<file path="config.mk">
export PLATFORM = sky130hd
export DESIGN_NAME = instr_fetch_flat
export DESIGN_NICKNAME = d
export VERILOG_FILES = /design/src/rtl/instr_fetch_if.sv /design/src/rtl/instr_fetch.sv /design/src/flat_wrapper.sv
export SDC_FILE = /design/constraint.sdc
export NUM_CORES = 1
export LEC_CHECK = 0
export ABC_AREA = 1
export CORE_MARGIN = 2
export CORE_UTILIZATION = 53
export CTS_CLUSTER_SIZE = 24
export DETAILED_ROUTE_END_ITERATION = 7
export GPL_TIMING_DRIVEN = 0
export PLACE_DENSITY_LB_ADDON = 0.15
export SETUP_SLACK_MARGIN = 0.5
export SLEW_MARGIN = 20
export SYNTH_ARGS = -nofsm -noshare
export SYNTH_HDL_FRONTEND = slang
export SYNTH_SLANG_ARGS = --single-unit
</file>
<file path="constraint.sdc">
create_clock -name clk -period 2.1 [get_ports clk]
set_input_delay 0.42 -clock clk [delete_from_list [all_inputs] [get_ports clk]]
set_output_delay 0.42 -clock clk [all_outputs]
set_load 0.01 [all_outputs]
</file>
<file path="src/rtl/instr_fetch_if.sv">
// Fetch-stage bus bundle: ROM address/data pair and the decode-side
// valid/ready handshake carrying the head instruction and its address.
interface instr_fetch_if #(
  parameter int AW = 8,
  parameter int IW = 6
);
  logic [AW-1:0] mem_addr;
  logic [IW-1:0] mem_instr;
  logic          out_valid;
  logic [IW-1:0] out_instr;
  logic [AW-1:0] out_pc;
  logic          out_ready;

  // Fetch unit: drives ROM address and the decode-facing outputs
  modport master (
    output mem_addr,
    input  mem_instr,
    output out_valid,
    output out_instr,
    output out_pc,
    input  out_ready
  );

  // ROM plus decode: return instruction data and accept head entries
  modport slave (
    input  mem_addr,
    output mem_instr,
    input  out_valid,
    input  out_instr,
    input  out_pc,
    output out_ready
  );
endinterface

</file>
<file path="src/rtl/instr_fetch.sv">
// Instruction fetch / prefetch stage. Drives the combinational ROM from the
// fetch PC register, captures {pc, instr} into a small FIFO and hands the
// head entry to decode over valid/ready. A redirect flushes the FIFO and
// restarts fetching at the new target on the following cycle.
module instr_fetch #(
  parameter int AW       = 8,
  parameter int IW       = 6,
  parameter int DEPTH    = 4,
  parameter int RESET_PC = 0
) (
  input  logic                       clk,
  input  logic                       rst_n,
  instr_fetch_if.master              fif,
  input  logic                       fetch_en,
  input  logic                       redirect,
  input  logic [AW-1:0]              redirect_pc,
  output logic [$clog2(DEPTH):0]     fifo_count
);

  localparam int PW = $clog2(DEPTH);
  localparam int CW = PW + 1;
  localparam logic [PW-1:0] PTR_ONE   = PW'(1);
  localparam logic [CW-1:0] CNT_ONE   = CW'(1);
  localparam logic [CW-1:0] CNT_DEPTH = CW'(DEPTH);
  localparam logic [AW-1:0] PC_ONE    = AW'(1);

  logic [AW-1:0] fetch_pc_r;
  logic [PW-1:0] wr_ptr_r;
  logic [PW-1:0] rd_ptr_r;
  logic [CW-1:0] count_r;
  logic [AW-1:0] pc_mem_r    [DEPTH];
  logic [IW-1:0] instr_mem_r [DEPTH];

  logic          out_valid_s;
  logic          pop_s;
  logic          push_s;
  logic [IW-1:0] out_instr_s;
  logic [AW-1:0] out_pc_s;

  assign out_valid_s = (count_r != {CW{1'b0}});
  assign pop_s       = out_valid_s & fif.out_ready;
  // A full FIFO still accepts a push when the head leaves in the same cycle,
  // which keeps streaming at one instruction per cycle.
  assign push_s      = fetch_en & ~redirect & ((count_r < CNT_DEPTH) | pop_s);

  // Fetch PC, FIFO pointers and occupancy; redirect overrides everything
  always_ff @(posedge clk or negedge rst_n) begin
    if (!rst_n) begin
      fetch_pc_r <= AW'(RESET_PC);
      wr_ptr_r   <= {PW{1'b0}};
      rd_ptr_r   <= {PW{1'b0}};
      count_r    <= {CW{1'b0}};
    end else if (redirect) begin
      // Any coinciding pop is treated as accepted; its entry is dropped with the rest
      fetch_pc_r <= redirect_pc;
      wr_ptr_r   <= {PW{1'b0}};
      rd_ptr_r   <= {PW{1'b0}};
      count_r    <= {CW{1'b0}};
    end else begin
      if (push_s) begin
        fetch_pc_r <= fetch_pc_r + PC_ONE;
        wr_ptr_r   <= wr_ptr_r + PTR_ONE;
      end else begin
        fetch_pc_r <= fetch_pc_r;
        wr_ptr_r   <= wr_ptr_r;
      end
      if (pop_s) begin
        rd_ptr_r <= rd_ptr_r + PTR_ONE;
      end else begin
        rd_ptr_r <= rd_ptr_r;
      end
      case ({push_s, pop_s})
        2'b10:   count_r <= count_r + CNT_ONE;
        2'b01:   count_r <= count_r - CNT_ONE;
        default: count_r <= count_r;
      endcase
    end
  end

  // Entry storage; contents are only meaningful under count, so no reset
  always_ff @(posedge clk) begin
    if (push_s) begin
      pc_mem_r[wr_ptr_r]    <= fetch_pc_r;
      instr_mem_r[wr_ptr_r] <= fif.mem_instr;
    end
  end

  // Head entry presented to decode, zeroed while the FIFO is empty
  always_comb begin
    out_instr_s = {IW{1'b0}};
    out_pc_s    = {AW{1'b0}};
    if (out_valid_s) begin
      out_instr_s = instr_mem_r[rd_ptr_r];
      out_pc_s    = pc_mem_r[rd_ptr_r];
    end else begin
      out_instr_s = {IW{1'b0}};
      out_pc_s    = {AW{1'b0}};
    end
  end

  assign fif.mem_addr  = fetch_pc_r;
  assign fif.out_valid = out_valid_s;
  assign fif.out_instr = out_instr_s;
  assign fif.out_pc    = out_pc_s;
  assign fifo_count    = count_r;

endmodule

</file>
<file path="src/flat_wrapper.sv">
// flat-port wrapper written by rule: the top's interface ports become plain ports
module instr_fetch_flat 
#(
  parameter int AW       = 8,
  parameter int IW       = 6,
  parameter int DEPTH    = 4,
  parameter int RESET_PC = 0
)
  (clk, rst_n, fetch_en, redirect, redirect_pc, fifo_count, fif_mem_addr, fif_mem_instr, fif_out_valid, fif_out_instr, fif_out_pc, fif_out_ready);
  instr_fetch_if #(.AW(AW), .IW(IW)) fif_i ();
  input  logic clk;
  input  logic rst_n;
  input  logic fetch_en;
  input  logic redirect;
  input  logic [AW-1:0] redirect_pc;
  output logic [$clog2(DEPTH):0] fifo_count;
  output wire logic [$bits(fif_i.mem_addr)-1:0] fif_mem_addr;
  input wire logic [$bits(fif_i.mem_instr)-1:0] fif_mem_instr;
  output wire logic [$bits(fif_i.out_valid)-1:0] fif_out_valid;
  output wire logic [$bits(fif_i.out_instr)-1:0] fif_out_instr;
  output wire logic [$bits(fif_i.out_pc)-1:0] fif_out_pc;
  input wire logic [$bits(fif_i.out_ready)-1:0] fif_out_ready;
  assign fif_mem_addr = fif_i.mem_addr;
  assign fif_i.mem_instr = fif_mem_instr;
  assign fif_out_valid = fif_i.out_valid;
  assign fif_out_instr = fif_i.out_instr;
  assign fif_out_pc = fif_i.out_pc;
  assign fif_i.out_ready = fif_out_ready;
  instr_fetch #(.AW(AW), .IW(IW), .DEPTH(DEPTH), .RESET_PC(RESET_PC)) u_core (.clk(clk), .rst_n(rst_n), .fif(fif_i), .fetch_en(fetch_en), .redirect(redirect), .redirect_pc(redirect_pc), .fifo_count(fifo_count));
endmodule
</file>
==> flow_summary.toml, run 1 <==
[synth]
synth_fa_ha_area_frac = 0.0264
syn-num-nets = 314
synth_sequential_area_ratio = 0.657
synth-simple-area-share = 0.157
postSynthRegisterBits = 71
yosysUniqueCellTypes = 27
synth_area_um2 = 3130
post_synthesis_cell_count = 289
synth_area_per_cell_um2 = 10.8
yosys-mux-area-fraction = 0
synth-xor-area-share = 0.0140
fraction_of_the_mapped_netlist_area_in_compound_gates = 0.0991
synthesis.yosys.warnings = 0
synth_top_family_by_area = "simple AND/OR/NAND/NOR gates"

[clocking]
cts_num_sinks = 71
cts_tree = "yes"
clk_pin_slew_ns = 0.07
largest_buffer_count_on_any_clock_path = 2
cts-buffers-inserted = 9
h-tree-depth = 3
cts_hold_buffers = 0
cell_chosen_for_the_clock_root = "clkbuf_8"
worstSkewPairLatency_ns = 0.33

[sta]
finalHoldWorstSlack_ns = 0.511
relSlewSlack = 0.523
layout_setup_ws_ns = 0.0125
timing.clock.skew_ns = 0.00747
timing.final.crit_share = 0.994
number_of_hold_violations_in_the_final_report = 0
rsz0062_at_grt = "yes"
achievable-frequency_mhz = 479
tightestPinTransition_ns = 0.713
final-setup-viol-count = 0
slew_viol_final = 0
min_period_ns = 2.09

[route]
drt_first_iter_violations = 193
wirelength_routed_mm = 7.62
dr_total_vias = 2446
detailedRoute.firstPassIterationCount = 4
vias_per_cell = 5.33
drt_drc_violations_left = 0
wl_per_cell_um = 16.6
route.antenna.remaining_nets = 0

[global_route]
antenna_found_initial = 0
first_global_vias = 2374
grt_pass1_wl_mm = 11.7
groute.usage.overall = 0.248
grt_start_max_net_pins = 16
grt_overflow = 0

[floorplan]
core_area_um2 = 5610
rows = 27
ios = 45
die_y_um = 80.9
starting_density_of_the_core = 0.558
dieArea_um2 = 6540
die_w_um = 80.9

[placement]
post-dp-hpwl_mm = 4.14
place_congestion = 0.769
detailedPlace.worstSlack_ns = -0.279
instance_area_at_placement_um2 = 3710
io_buffers = 44

[setup_path]
critPathMaxFanout = 5
critical_path_required_ns = 1.68
critical_path.endpoint_type = "output port"
timing.setup.critical_path_class = "flop to output port"
worstSetupStartpointType = "flop"
critPathArrivalTime_ns = 1.67

[flow_run]
maxCapViolations = 0

[pwr]
static-leakage-power_nw = 1.73
pwr_density_cell_nw_per_um2 = 1090
ir_drop_mv = 0.672

[hold_path]
hold_path_class = "input pin to async pin"

[final_layout]
numnets_final = 407
final_cell_mix = "56 x edfxtp_1, 53 x nor2_1, 35 x nand2_1"
layout_commonest_cell = "edfxtp_1"
area.growth.synth_to_final_pct = 37.6
finalInstanceArea_um2 = 4310
drive_above_1_share = 0.307
num_antenna_cells = 0

[outcome]
run_status = "completed"
-- registers in the layout (all words and copies together) (netlist names) --
register             cells
u_core.instr_mem_r      24
u_core.fifo_count        3
u_core.rd_ptr_r          2
u_core.pc_mem_r         32
u_core.wr_ptr_r          2
u_core.fif.mem_addr      8
-- worst paths after layout --
check                                         end  depth (start not counted)  slack (ns)                   start
setup reg to reg             u_core.fifo_count[2]                         11        0.41    u_core.fifo_count[0]
hold reg to reg             u_core.pc_mem_r[1][7]                          0        0.57  u_core.fif.mem_addr[7]
setup / recovery                 fif_out_instr[3]                          8        0.01      u_core.rd_ptr_r[0]
hold / removal             u_core.fif.mem_addr[4]                          1        0.51                   rst_n
max in group asynchronous    u_core.fifo_count[1]                          1        1.08                   rst_n
min in group clk            u_core.pc_mem_r[1][7]                          0        0.57  u_core.fif.mem_addr[7]
-- cells in the mapped netlist --
master     n  area share
buf_6      2      0.0072
a31oi_1    1      0.0020
o21bai_1   1      0.0024
inv_2      2      0.0024
dfrtp_1   15        0.12
nand4_1    1      0.0020
nor2_1    66       0.079
o211ai_1   5       0.012
nand3_4    1      0.0056
nand2_2    5       0.010
buf_4      2      0.0048
xnor2_1    2      0.0056
o21ai_1    4      0.0064
edfxtp_1  56        0.54
ha_1       5       0.020
xor2_1     3      0.0084
nand2_1   36       0.043
buf_2      5      0.0080
o21ai_0   30       0.048
nor2_2     2      0.0040
a21oi_1   16       0.026
nor2_4     1      0.0036
clkbuf_1   2      0.0024
a21oi_2    1      0.0028
nand3_1    6      0.0096
fa_1       1      0.0064
inv_1     18       0.022
-- where the power goes --
part	internal, W	switching (W)	total [W]
sequential	0.00168	0.0000834	0.00177
combinational	0.000932	0.00110	0.00203
clock	0.000410	0.000465	0.000875
-- per-stage QoR --
stage | util | cells | total power [W] | setup TNS, ns
floorplan | - | 289 | 0.00267 | 0
global placement | 0.661 | 405 | 0.00337 | -5.22
detailed placement | 0.661 | 405 | 0.00341 | -6.13
CTS | 0.755 | 456 | 0.00456 | 0
global route | 0.768 | 459 | 0.00491 | -0.101
finish | 0.768 | 459 | 0.00468 | 0
-- per-layer routing --
metal / share of wire / wire length (um) / track usage
met5: 0 / 0 / 0
met4: 0.017 / 129 / 0.112
met3: 0.069 / 524 / 0.0533
met2: 0.52 / 3970 / 0.431
met1: 0.39 / 3000 / 0.297
-- worst max-delay path: stages (launching register included) --
cell and delay [ns]:
dfrtp_2 0.46, buf_6 0.16, buf_12 0.12, buf_16 0.13
nor2_2 0.11, nor2_1 0.05, o21ai_1 0.07, a21oi_1 0.08
buf_2 0.14
-- area by class of cell --
class,instances,area [um^2]
Buffer,11,149
Clock buffer,10,128
Clock inverter,6,27.5
Fill cell,367,1300
Inverter,20,77.6
Multi-Input combinational cell,187,1030
Sequential cell,71,2070
Tap cell,72,90.1
Timing Repair Buffer,82,736
-- logic make-up after synthesis --
kind of cell / Yosys count
DFF: 71
adders and majority gates: 6
buffers and inverters: 31
AOI/OAI and AO/OA: 58
and+or+nand+nor: 118
xor gates and xnor gates: 5
-- repair_timing --
item / CTS / global route
pin swaps: 12 / 17
endpoints found under the setup margin: 84 / 36
buffers inserted: 31 / 3
gates resized for setup: 134 / 16
gates cloned: 4 / 0
(Power assumes the default switching activity.)
==> run 2, diff against run 1 <==
--- a/config.mk
+++ b/config.mk
@@ -6,10 +6,12 @@
 export NUM_CORES = 1
 export LEC_CHECK = 0
 export ABC_AREA = 1
+export ABC_CLOCK_PERIOD_IN_PS = 2100
 export CORE_MARGIN = 2
 export CORE_UTILIZATION = 53
 export CTS_CLUSTER_SIZE = 24
 export DETAILED_ROUTE_END_ITERATION = 7
+export GPL_ROUTABILITY_DRIVEN = 0
 export GPL_TIMING_DRIVEN = 0
 export PLACE_DENSITY_LB_ADDON = 0.15
 export SETUP_SLACK_MARGIN = 0.5
==> results of run 2 <==
Final layout, timing and power as in run 1 (identical DEF).
==> run 3, diff against run 2 <==
--- a/config.mk
+++ b/config.mk
@@ -9,7 +9,6 @@
 export ABC_CLOCK_PERIOD_IN_PS = 2100
 export CORE_MARGIN = 2
 export CORE_UTILIZATION = 53
-export CTS_CLUSTER_SIZE = 24
 export DETAILED_ROUTE_END_ITERATION = 7
 export GPL_ROUTABILITY_DRIVEN = 0
 export GPL_TIMING_DRIVEN = 0
==> results of run 3 <==
Final layout, timing and power as in run 1 (identical DEF).
